### config.mk
export PLATFORM = sky130hd
export DESIGN_NAME = wb_bus_arbiter_flat
export DESIGN_NICKNAME = d
export VERILOG_FILES = /design/src/rtl/wb_bus_arbiter_pkg.sv /design/src/rtl/wb_bus_arbiter_if.sv /design/src/rtl/wb_bus_arbiter_pick.sv /design/src/rtl/wb_bus_arbiter.sv /design/src/flat_wrapper.sv
export SDC_FILE = /design/constraint.sdc
export NUM_CORES = 1
export LEC_CHECK = 0
export ABC_AREA = 1
export BUFFER_PORTS_ARGS = -buffer_cell sky130_fd_sc_hd__clkbuf_2
export CAP_MARGIN = 0
export CORE_MARGIN = 4
export CORE_UTILIZATION = 40
export CTS_CLUSTER_SIZE = 25
export DETAILED_ROUTE_END_ITERATION = 10
export SETUP_SLACK_MARGIN = 0.2
export SLEW_MARGIN = 30
export SYNTH_ARGS = -nofsm -noshare
export SYNTH_HDL_FRONTEND = slang
export SYNTH_SLANG_ARGS = --single-unit
### constraint.sdc
create_clock -name clk -period 5.8 [get_ports clk]
set_input_delay 0.58 -clock clk [delete_from_list [all_inputs] [get_ports clk]]
set_output_delay 0.58 -clock clk [all_outputs]
set_load 0.05 [all_outputs]
### src/rtl/wb_bus_arbiter_pkg.sv
// Shared constants for the writeback/CDB arbiter: sizes, FU ids and the
// {valid, rob, rd, result} bus word layout.
package wb_bus_arbiter_pkg;

  localparam int NUM_FU   = 4;
  localparam int NUM_BUS  = 3;
  localparam int PREG_W   = 6;
  localparam int ROB_W    = 6;
  localparam int DATA_W   = 32;
  localparam int FU_IDX_W = $clog2(NUM_FU);

  localparam int BUS_WIDTH      = 1 + ROB_W + PREG_W + DATA_W;
  localparam int BUS_RESULT_LSB = 0;
  localparam int BUS_RESULT_MSB = DATA_W - 1;
  localparam int BUS_RD_LSB     = DATA_W;
  localparam int BUS_RD_MSB     = DATA_W + PREG_W - 1;
  localparam int BUS_ROB_LSB    = DATA_W + PREG_W;
  localparam int BUS_ROB_MSB    = DATA_W + PREG_W + ROB_W - 1;
  localparam int BUS_VALID      = BUS_WIDTH - 1;

  typedef enum logic [FU_IDX_W-1:0] {
    FU_ALU0 = 2'd0,
    FU_ALU1 = 2'd1,
    FU_ALU2 = 2'd2,
    FU_LSU  = 2'd3
  } fu_id_e;

  typedef logic [BUS_WIDTH-1:0] bus_word_t;

  function automatic bus_word_t bus_pack(input logic v, input logic [ROB_W-1:0] rob,
                                         input logic [PREG_W-1:0] rd,
                                         input logic [DATA_W-1:0] data);
    return {v, rob, rd, data};
  endfunction

endpackage

### src/rtl/wb_bus_arbiter_if.sv
// FU completion handshake and CDB broadcast signals of the writeback arbiter.
interface wb_bus_arbiter_if;
  import wb_bus_arbiter_pkg::*;

  logic                       flush;
  logic [NUM_FU-1:0]          fu_valid;
  logic [NUM_FU-1:0]          fu_ready;
  logic [NUM_FU*PREG_W-1:0]   fu_rd;
  logic [NUM_FU*ROB_W-1:0]    fu_rob;
  logic [NUM_FU*DATA_W-1:0]   fu_result;
  logic [ROB_W-1:0]           rob_head;
  logic [NUM_BUS-1:0]         bus_valid;
  logic [NUM_BUS*PREG_W-1:0]  bus_rd;
  logic [NUM_BUS*ROB_W-1:0]   bus_rob;
  logic [NUM_BUS*DATA_W-1:0]  bus_result;
  logic [FU_IDX_W-1:0]        rr_ptr;

  modport slave (
    input  flush, fu_valid, fu_rd, fu_rob, fu_result, rob_head,
    output fu_ready, bus_valid, bus_rd, bus_rob, bus_result, rr_ptr
  );

  modport master (
    output flush, fu_valid, fu_rd, fu_rob, fu_result, rob_head,
    input  fu_ready, bus_valid, bus_rd, bus_rob, bus_result, rr_ptr
  );

endinterface

### src/rtl/wb_bus_arbiter_pick.sv
// Combinational grant picker: up to NUM_BUS requesters, round-robin from a start
// index, or oldest-first by ROB age when WB_AGE_PRIO_EN is defined.
module wb_pick
  import wb_bus_arbiter_pkg::*;
(
  input  logic [NUM_FU-1:0]           req_i,
`ifdef WB_AGE_PRIO_EN
  input  logic [NUM_FU*ROB_W-1:0]     age_i,
`else
  input  logic [FU_IDX_W-1:0]         start_i,
`endif
  output logic [NUM_BUS-1:0]          gnt_vld_o,
  output logic [NUM_BUS*FU_IDX_W-1:0] gnt_idx_o
);

`ifdef WB_AGE_PRIO_EN
  logic [NUM_FU-1:0]   taken;
  logic                found;
  logic [FU_IDX_W-1:0] best;
  logic [ROB_W-1:0]    best_age;

  // Repeated min-search; strict '<' leaves ties with the lower FU index.
  always_comb begin
    gnt_vld_o = '0;
    gnt_idx_o = '0;
    taken     = '0;
    found     = 1'b0;
    best      = '0;
    best_age  = '0;
    for (int b = 0; b < NUM_BUS; b++) begin
      found    = 1'b0;
      best     = '0;
      best_age = '0;
      for (int i = 0; i < NUM_FU; i++) begin
        if (req_i[i] && !taken[i] &&
            (!found || (age_i[i*ROB_W +: ROB_W] < best_age))) begin
          found    = 1'b1;
          best     = FU_IDX_W'(i);
          best_age = age_i[i*ROB_W +: ROB_W];
        end
      end
      if (found) begin
        gnt_vld_o[b]                         = 1'b1;
        gnt_idx_o[b*FU_IDX_W +: FU_IDX_W]    = best;
        taken[best]                          = 1'b1;
      end
    end
  end
`else
  int                  cnt;
  logic [FU_IDX_W-1:0] idx;

  always_comb begin
    gnt_vld_o = '0;
    gnt_idx_o = '0;
    cnt       = 0;
    idx       = '0;
    for (int k = 0; k < NUM_FU; k++) begin
      idx = FU_IDX_W'((int'(start_i) + k) % NUM_FU);
      if (req_i[idx]) begin
        for (int b = 0; b < NUM_BUS; b++) begin
          if (cnt == b) begin
            gnt_vld_o[b]                      = 1'b1;
            gnt_idx_o[b*FU_IDX_W +: FU_IDX_W] = idx;
          end
        end
        cnt = cnt + 1;
      end
    end
  end
`endif

endmodule

### src/rtl/wb_bus_arbiter.sv
// Writeback arbiter: one holding slot per FU, up to NUM_BUS registered CDB grants
// per cycle. Define WB_AGE_PRIO_EN for oldest-first instead of round-robin priority.
module wb_bus_arbiter
  import wb_bus_arbiter_pkg::*;
(
  input  logic             clk,
  input  logic             rst,
  wb_bus_arbiter_if.slave  bus_if
);

  logic [NUM_FU-1:0]          hold_valid_q, hold_valid_d;
  logic [PREG_W-1:0]          hold_rd_q   [NUM_FU];
  logic [ROB_W-1:0]           hold_rob_q  [NUM_FU];
  logic [DATA_W-1:0]          hold_data_q [NUM_FU];
  bus_word_t                  bus_q [NUM_BUS];
  bus_word_t                  bus_d [NUM_BUS];
  logic [FU_IDX_W-1:0]        rr_ptr_q, rr_ptr_d;

  logic [NUM_BUS-1:0]          gnt_vld;
  logic [NUM_BUS*FU_IDX_W-1:0] gnt_idx;
  logic [NUM_FU-1:0]           grant;
  logic [NUM_FU-1:0]           accept;
  logic [FU_IDX_W-1:0]         sel;

`ifdef WB_AGE_PRIO_EN
  logic [NUM_FU*ROB_W-1:0] age;

  // Modular distance from the ROB head handles head wrap-around for free.
  always_comb begin
    age = '0;
    for (int i = 0; i < NUM_FU; i++)
      age[i*ROB_W +: ROB_W] = hold_rob_q[i] - bus_if.rob_head;
  end

  wb_pick u_pick (
    .req_i     (hold_valid_q),
    .age_i     (age),
    .gnt_vld_o (gnt_vld),
    .gnt_idx_o (gnt_idx)
  );
`else
  logic unused_rob_head;
  assign unused_rob_head = ^bus_if.rob_head;

  wb_pick u_pick (
    .req_i     (hold_valid_q),
    .start_i   (rr_ptr_q),
    .gnt_vld_o (gnt_vld),
    .gnt_idx_o (gnt_idx)
  );
`endif

  always_comb begin
    grant = '0;
    for (int b = 0; b < NUM_BUS; b++)
      if (gnt_vld[b]) grant[gnt_idx[b*FU_IDX_W +: FU_IDX_W]] = 1'b1;
  end

  // Ready depends only on registered state and flush, never on fu_valid.
  assign bus_if.fu_ready = {NUM_FU{!bus_if.flush}} & (~hold_valid_q | grant);
  assign accept          = bus_if.fu_valid & bus_if.fu_ready;

  always_comb begin
    hold_valid_d = (hold_valid_q & ~grant) | accept;
    rr_ptr_d     = rr_ptr_q;
    sel          = '0;
    for (int b = 0; b < NUM_BUS; b++) begin
      bus_d[b] = '0;
      if (gnt_vld[b]) begin
        sel      = gnt_idx[b*FU_IDX_W +: FU_IDX_W];
        bus_d[b] = bus_pack(1'b1, hold_rob_q[sel], hold_rd_q[sel], hold_data_q[sel]);
`ifndef WB_AGE_PRIO_EN
        rr_ptr_d = FU_IDX_W'((int'(sel) + 1) % NUM_FU);
`endif
      end
    end
`ifdef WB_AGE_PRIO_EN
    rr_ptr_d = '0;
`endif
    if (bus_if.flush) begin
      hold_valid_d = '0;
      rr_ptr_d     = rr_ptr_q;
      for (int b = 0; b < NUM_BUS; b++) bus_d[b] = '0;
    end
  end

  always_ff @(posedge clk or posedge rst) begin
    if (rst) begin
      hold_valid_q <= '0;
      rr_ptr_q     <= '0;
      for (int b = 0; b < NUM_BUS; b++) bus_q[b] <= '0;
    end else begin
      hold_valid_q <= hold_valid_d;
      rr_ptr_q     <= rr_ptr_d;
      for (int b = 0; b < NUM_BUS; b++) bus_q[b] <= bus_d[b];
    end
  end

  // Payload needs no reset: it is only observed behind hold_valid_q.
  always_ff @(posedge clk) begin
    for (int i = 0; i < NUM_FU; i++) begin
      if (accept[i]) begin
        hold_rd_q[i]   <= bus_if.fu_rd[i*PREG_W +: PREG_W];
        hold_rob_q[i]  <= bus_if.fu_rob[i*ROB_W +: ROB_W];
        hold_data_q[i] <= bus_if.fu_result[i*DATA_W +: DATA_W];
      end
    end
  end

  always_comb begin
    bus_if.bus_valid  = '0;
    bus_if.bus_rd     = '0;
    bus_if.bus_rob    = '0;
    bus_if.bus_result = '0;
    for (int b = 0; b < NUM_BUS; b++) begin
      bus_if.bus_valid[b]                    = bus_q[b][BUS_VALID];
      bus_if.bus_rob[b*ROB_W +: ROB_W]       = bus_q[b][BUS_ROB_MSB:BUS_ROB_LSB];
      bus_if.bus_rd[b*PREG_W +: PREG_W]      = bus_q[b][BUS_RD_MSB:BUS_RD_LSB];
      bus_if.bus_result[b*DATA_W +: DATA_W]  = bus_q[b][BUS_RESULT_MSB:BUS_RESULT_LSB];
    end
  end

  assign bus_if.rr_ptr = rr_ptr_q;

endmodule

### src/flat_wrapper.sv
// flat-port wrapper written by rule: the top's interface ports become plain ports
module wb_bus_arbiter_flat import wb_bus_arbiter_pkg::*;
  (clk, rst, bus_if_flush, bus_if_fu_valid, bus_if_fu_rd, bus_if_fu_rob, bus_if_fu_result, bus_if_rob_head, bus_if_fu_ready, bus_if_bus_valid, bus_if_bus_rd, bus_if_bus_rob, bus_if_bus_result, bus_if_rr_ptr);
  wb_bus_arbiter_if bus_if_i ();
  input  logic clk;
  input  logic rst;
  input wire logic [$bits(bus_if_i.flush)-1:0] bus_if_flush;
  input wire logic [$bits(bus_if_i.fu_valid)-1:0] bus_if_fu_valid;
  input wire logic [$bits(bus_if_i.fu_rd)-1:0] bus_if_fu_rd;
  input wire logic [$bits(bus_if_i.fu_rob)-1:0] bus_if_fu_rob;
  input wire logic [$bits(bus_if_i.fu_result)-1:0] bus_if_fu_result;
  input wire logic [$bits(bus_if_i.rob_head)-1:0] bus_if_rob_head;
  output wire logic [$bits(bus_if_i.fu_ready)-1:0] bus_if_fu_ready;
  output wire logic [$bits(bus_if_i.bus_valid)-1:0] bus_if_bus_valid;
  output wire logic [$bits(bus_if_i.bus_rd)-1:0] bus_if_bus_rd;
  output wire logic [$bits(bus_if_i.bus_rob)-1:0] bus_if_bus_rob;
  output wire logic [$bits(bus_if_i.bus_result)-1:0] bus_if_bus_result;
  output wire logic [$bits(bus_if_i.rr_ptr)-1:0] bus_if_rr_ptr;
  assign bus_if_i.flush = bus_if_flush;
  assign bus_if_i.fu_valid = bus_if_fu_valid;
  assign bus_if_i.fu_rd = bus_if_fu_rd;
  assign bus_if_i.fu_rob = bus_if_fu_rob;
  assign bus_if_i.fu_result = bus_if_fu_result;
  assign bus_if_i.rob_head = bus_if_rob_head;
  assign bus_if_fu_ready = bus_if_i.fu_ready;
  assign bus_if_bus_valid = bus_if_i.bus_valid;
  assign bus_if_bus_rd = bus_if_i.bus_rd;
  assign bus_if_bus_rob = bus_if_i.bus_rob;
  assign bus_if_bus_result = bus_if_i.bus_result;
  assign bus_if_rr_ptr = bus_if_i.rr_ptr;
  wb_bus_arbiter u_core (.clk(clk), .rst(rst), .bus_if(bus_if_i));
endmodule
Word-level counts from Yosys, hierarchy flattened

Memories as Yosys holds them, arrays and structs flattened.
Index checks and enable logic that the tools add are counted.

Reductions and logical operators: 9
Bitwise gates (word level): 10
Eq/ne operators: 6
$lt $le $gt $ge: 10
Mux-type cells: 62
Add/sub/neg operators: 8

Operators by type and width:

| cell                                                | count |
|---|---|
| two-way mux 135 bit                                 | 1 |
| two-way mux 45 bit                                  | 3 |
| == test 32 x 2 -> 1 bit, second input constant      | 3 |
| == test 32 x 3 -> 1 bit, second input constant      | 3 |
| zero test 32 bit                                    | 3 |
| adder 32 x 2 -> 32 bit, second input constant       | 2 |
| two-way mux 32 bit                                  | 2 |
| two-way mux 1 bit                                   | 26 |
| two-way mux 2 bit                                   | 13 |
| < comparator 2 x 3 -> 1 bit, second input constant  | 7 |
| two-way mux 6 bit                                   | 3 |
| two-way mux 4 bit                                   | 4 |
| OR 4 bit                                            | 4 |
| AND 4 bit                                           | 3 |
| two-way mux 3 bit                                   | 3 |
| adder 2 x 1 -> 2 bit, second input constant         | 4 |
| binary-select mux 1 bit (select 2 bit)              | 4 |
| NOT 4 bit                                           | 2 |
| demux 1 bit (select 2 bit)                          | 3 |
| >= comparator 2 x 1 -> 1 bit, second input constant | 3 |
| adder 2 bit, second input constant                  | 2 |
| logical AND 1 bit                                   | 3 |
| nonzero test 3 bit                                  | 1 |
| AND reduction 2 bit                                 | 1 |
| 2 further kinds                                     | 2 |

Input bits: 189
Bits in writable memories: 176
Register bits after elaboration: 141
Memories kept: 3

Memories:

| memory             | depth | bits a word | read ports | clocked after memory_dff | wr ports | RTL line             | RTL |
|---|---|---|---|---|---|---|---|
| u_core.hold_data_q | 4     | 32          | 3          | 0                        | 4        | wb_bus_arbiter.sv:14 | `logic [DATA_W-1:0] hold_data_q [NUM_FU];` |
| u_core.hold_rd_q   | 4     | 6           | 3          | 0                        | 4        | wb_bus_arbiter.sv:12 | `logic [PREG_W-1:0] hold_rd_q [NUM_FU];` |
| u_core.hold_rob_q  | 4     | 6           | 3          | 0                        | 4        | wb_bus_arbiter.sv:13 | `logic [ROB_W-1:0] hold_rob_q [NUM_FU];` |

Longest topological paths before layout

Depth in word-level cells: 24
Mapped depth: 23
Depth with buffers taken out: 21

Modules after synthesis

Synthesis repeated with hierarchy kept, for this count alone.

Cell total of the unflattened synthesis: 1,396
Area, all modules: 14,033.5 um^2

Modules (own cells, without submodules):

| module         | area an instance (um^2) | cells an instance | sequential area each (um^2) | times used |
|---|---|---|---|---|
| wb_bus_arbiter | 13,449.1                | 1,288             | 8,813.5                     | 1 |
| wb_pick        | 584.3                   | 108               | 0.0                         | 1 |

Worst setup path before layout

OpenSTA, ideal clock, no wires.

Path kind: register to register
From: register u_core.rr_ptr_q[0] (netlist: u_core.bus_if.rr_ptr[0])
To: memory u_core.hold_data_q[2][0] (enable)
Cell stages (with the launch flop): 17
Data required time: 5.300 ns
Arrival: 5.853 ns
Slack: -0.553 ns
Library setup time: 0.500 ns
Cell sequence: dfrtp_1 inv_2 buf_6 nand2_1 nand2_1 nand2_1 nand2_2 fa_1 inv_1 nor2_4 nand4_1 nand2_2 inv_2 buf_4 o21ai_1 nor2_2 nor3_1

RTL lines:

| item                   | RTL line             | RTL |
|---|---|---|
| start, declared        | wb_bus_arbiter.sv:17 | `logic [FU_IDX_W-1:0] rr_ptr_q, rr_ptr_d;` |
| start signal, assigned | wb_bus_arbiter.sv:94 | `rr_ptr_q <= rr_ptr_d;` |
| end, declared          | wb_bus_arbiter.sv:14 |  |

Worst setup path after layout

From: register u_core.rr_ptr_q[0] (netlist: u_core.bus_if.rr_ptr[0])
To: output bus_if_fu_ready[0]

Cells in the longest elaborated chain, start to end: 21
Elaborated cells on any way between the ends: 73
Those cells by class: 5 x add/sub; 6 x order compare; 6 x eq/ne; 46 x mux; 4 x bitwise; 6 x reduce/logical

Ends and longest elaborated chain:

| item                                                       | RTL line                                             | RTL |
|---|---|---|
| binary-select mux 1 bit (select 2 bit)                     | wb_bus_arbiter_pick.sv:60                            | `if (req_i[idx]) begin` |
| two-way mux 1 bit (implied by the code)                    | wb_bus_arbiter_pick.sv:60                            |  |
| two-way mux 1 bit                                          | wb_bus_arbiter_pick.sv:60                            |  |
| adder 32 x 2 -> 32 bit or zero test 32 bit (tied branches) | wb_bus_arbiter_pick.sv:67, wb_bus_arbiter_pick.sv:62 |  |
| two-way mux 32 bit or two-way mux 2 bit (tied branches)    | wb_bus_arbiter_pick.sv:60, wb_bus_arbiter_pick.sv:62 |  |
| adder 32 x 2 -> 32 bit, or another cell as far along       | wb_bus_arbiter_pick.sv:67                            | `cnt = cnt + 1;` |
| two-way mux 32 bit or two-way mux 2 bit (tied branches)    | wb_bus_arbiter_pick.sv:60, wb_bus_arbiter_pick.sv:62 |  |
| zero test 32 bit or two-way mux 6 bit (tied branches)      | wb_bus_arbiter_pick.sv:62, wb_bus_arbiter_pick.sv:60 |  |
| [... 5 more ...]                                           | -                                                    |  |
| demux 1 bit (select 2 bit)                                 | -                                                    |  |
| two-way mux 4 bit                                          | wb_bus_arbiter.sv:56                                 | `if (gnt_vld[b]) grant[gnt_idx[b*FU_IDX_W +: FU_IDX_W]] = 1'b1;` |
| OR 4 bit (no source line)                                  | -                                                    |  |
| two-way mux 4 bit                                          | wb_bus_arbiter.sv:56                                 |  |
| OR 4 bit (no source line)                                  | -                                                    |  |
| two-way mux 4 bit (*)                                      | wb_bus_arbiter.sv:56                                 |  |
| OR 4 bit (*)                                               | wb_bus_arbiter.sv:60                                 | `assign bus_if.fu_ready = {NUM_FU{!bus_if.flush}} & (~hold_valid_q \| grant);` |
| AND 4 bit (*)                                              | wb_bus_arbiter.sv:60                                 |  |
| end, declared                                              | flat_wrapper.sv:13                                   | `output wire logic [$bits(bus_if_i.fu_ready)-1:0] bus_if_fu_ready;` |

Every way passes the cells marked *; elsewhere a longest branch is shown, timed or not. The select of a mux whose other input is x is not followed.

==> impl_metrics.tcl <==
set metrics [dict create \
    status "finished clean" \
    vias 11700 \
    syn_to_final_growth_pct 22.9 \
    synth_area_per_cell_um2 10.1 \
    synth_area_leaders "edfxtp_1 38%, dfrtp_1 25%, nand2_1 9.9%, nand3_1 2.7%, o21ai_0 2.7%" \
    ys_seq_area_frac 0.632 \
    final_layout_size_suffix_gt1_frac 0.268 \
    first_pass_iters 6 \
    synthMuxAreaShare 0.00575 \
    crit_type "flop to output pin" \
    fin_crit_sh 0.841 \
    yosys_warnings 0 \
    num_io_pins 330 \
    fillers 3158 \
    grtUsageTotal 0.235 \
    worst_ep_required_time_ps 5220 \
    cts_max_path_buffers 3 \
    cp-start-kind "flop" \
    maxCapViolCount 0 \
    slew_headroom 0.365 \
    post_cts_buffers 0 \
    drc 0 \
    seq_area_um2 8810 \
    final_nets 1867 \
    grt-ovfl-total 0 \
    synth-edff-count 176 \
    async_flop_share 0.445 \
    cts_tree "done" \
    synth_xor_area_frac 0 \
    die_w_um 195 \
    cts_root_buf "clkbuf_16" \
    critPathMaxFanout 24 \
    grt_setup_unrepaired "no" \
    die_area_um2 37900 \
    worstSkewPairLatency_ps 520 \
    ant_nets 0 \
    syn_nets 1572 \
    fin_skew_ps 21.2 \
    drt_iter0_markers 1208 \
    antenna_found_initial 5 \
    design_area_um2 17100 \
    die_h_um 195 \
    setup_viol 0 \
    cts_inserted_buffers 36 \
    synth_compound_area_frac 0.110 \
    grt_pass1_wl_mm 69.2 \
    multi_input_area_um2 4440 \
    cts_resized 0 \
    tightest_slew_ps 953 \
    cts_hold_buf 0 \
    synth_cells 1377 \
    synth_most_common_cell "nand2_1" \
    crit_arrival_ps 4300 \
    gp_congestion 0.846 \
    design.core.area_um2 34500 \
    yosys.area_share.simple 0.193 \
    hp-class "input port to asynchronous set/reset pin" \
    cts.sinks 317 \
    grt_start_max_net_pins 76 \
    placedInstanceArea_um2 15900 \
    synth_top_area_frac 0.379 \
    start_util 0.404 \
    maxSlewViolCount 0 \
    routed_via_density 5.44 \
    yosys.area_share.adder 0.00593 \
    rows 68 \
    synth_flop_cell "edfxtp_1" \
    finalCriticalPeriod_ps 4880 \
    hold_viol 0 \
    max_freq_ghz 0.205 \
    syn_area_um2 13900 \
    h-tree-depth 2 \
    synth_top_family_by_area "simple AND/OR/NAND/NOR gates" \
    ys_top_cells_by_count "366 x nand2_1, 176 x edfxtp_1, 141 x dfrtp_1" \
    yosysUniqueCellTypes 35 \
    setup_tns_ps 0 \
    clkTransAtPathRegs_ps 60 \
    synth_top_cell_by_area "edfxtp_1" \
    io_buffers 323 \
    final_core_util 0.497 \
    dp_hpwl_mm 28.0 \
    endpoint_kind "output pin" \
    synth-seq-cells 317 \
    grt_pass1_vias 11600 \
    finalWirelength_mm 46.2 \
    wl_per_cell_um 21.4 \
]
[flip-flops by register name, indices dropped and copies added, names as in the netlist]
name,count
u_core.hold_valid_q,4
u_core.bus_if.bus_result,96
u_core.bus_if.bus_rd,18
u_core.hold_data_q,128
u_core.hold_rob_q,24
u_core.hold_rd_q,24
u_core.bus_if.bus_rob,18
u_core.bus_if.bus_valid,3
u_core.bus_if.rr_ptr,2
[worst paths after layout]
check,endpoint,cells after the start,from,slack (ps)
setup reg to reg,u_core.hold_rob_q[2][0]$_DFFE_PP_,18,u_core.bus_if.rr_ptr[0]$_DFFE_PP0P_,1460
min in group clk,u_core.hold_data_q[2][11]$_DFFE_PP_,1,bus_if_fu_result[75],240
hold reg to reg,u_core.bus_if.bus_result[46]$_DFF_PP0_,2,u_core.hold_data_q[3][14]$_DFFE_PP_,560
hold / removal,u_core.bus_if.bus_result[13]$_DFF_PP0_,2,rst,180
max in group asynchronous,u_core.bus_if.rr_ptr[1]$_DFFE_PP0P_,3,rst,4490
setup / recovery,bus_if_fu_ready[0],19,u_core.bus_if.rr_ptr[0]$_DFFE_PP0P_,920
[kinds of logic after synthesis]
| kind of cell | Yosys count |
|---|---|
| DFF | 317 |
| buffers and inverters | 147 |
| AOI/OAI and AO/OA | 272 |
| muxes | 8 |
| adders and majority gates | 6 |
| and+or+nand+nor | 627 |
[routing by layer]
metal	wire length, µm	global-route usage	vias up
li1	-	-	5337
met1	18300	0.314	5586
met2	21800	0.383	671
met3	4410	0.0475	122
met4	1690	0.0872	6
met5	37	0	-
[area by class of cell]
| class | count | area share |
|---|---|---|
| inverters | 60 | 0.0137 |
| clock inverters | 12 | 0.00862 |
| clock buffers | 52 | 0.0615 |
| flip-flops and latches | 317 | 0.515 |
| well taps | 455 | 0.0333 |
| multi-input cells | 913 | 0.259 |
| repair buffers | 344 | 0.108 |
| diodes | 3 | 0.000438 |
[cells in the final DEF, fill, tap and decap left out, types with 9 or more instances in the layout]
| cell | Yosys | final |
|---|---|---|
| nor3_1 | 53 | 51 |
| nand2_2 | 17 | 14 |
| inv_1 | 48 | 47 |
| nor2_1 | 89 | 89 |
| o21ai_1 | 28 | 28 |
| nand3_1 | 75 | 75 |
| clkbuf_16 | 0 | 37 |
| o211ai_1 | 16 | 16 |
| buf_4 | 16 | 15 |
| nand2_1 | 366 | 366 |
| a31oi_1 | 46 | 46 |
| o21ai_0 | 75 | 75 |
| inv_2 | 11 | 9 |
| o22ai_1 | 39 | 39 |
| a21oi_1 | 58 | 58 |
| clkbuf_2 | 0 | 323 |
| edfxtp_1 | 176 | 176 |
| dfrtp_1 | 141 | 141 |
[worst max-delay path: stages (launching register included)]
cell and delay, ps:
dfrtp_1 610, inv_2 230, nand2_1 140, nand3_1 120, nand2_1 220, inv_1 100, ha_1 330, nand2_1 80
inv_1 40, nand2_2 150, nand2_2 110, nor2_2 110, nand2_1 100, nand2_4 270, clkinv_2 390, nand2_1 160
o21ai_1 80, nor2_2 220, nor2_1 70, clkbuf_2 260
[metrics by stage]
stage | std cells | hold slack [ps] | setup WS (ps)
after floorplan | 1377 | 506 | 806
after global placement | 2087 | 541 | 1540
after detailed placement | 2089 | 548 | 1470
after CTS | 2153 | 199 | 953
after global routing | 2155 | 213 | 566
final | 2156 | 179 | 920
Power is left out: the tool's default activity adds up to more than one toggle a clock period on the data nets, which glitch-free logic cannot reach.
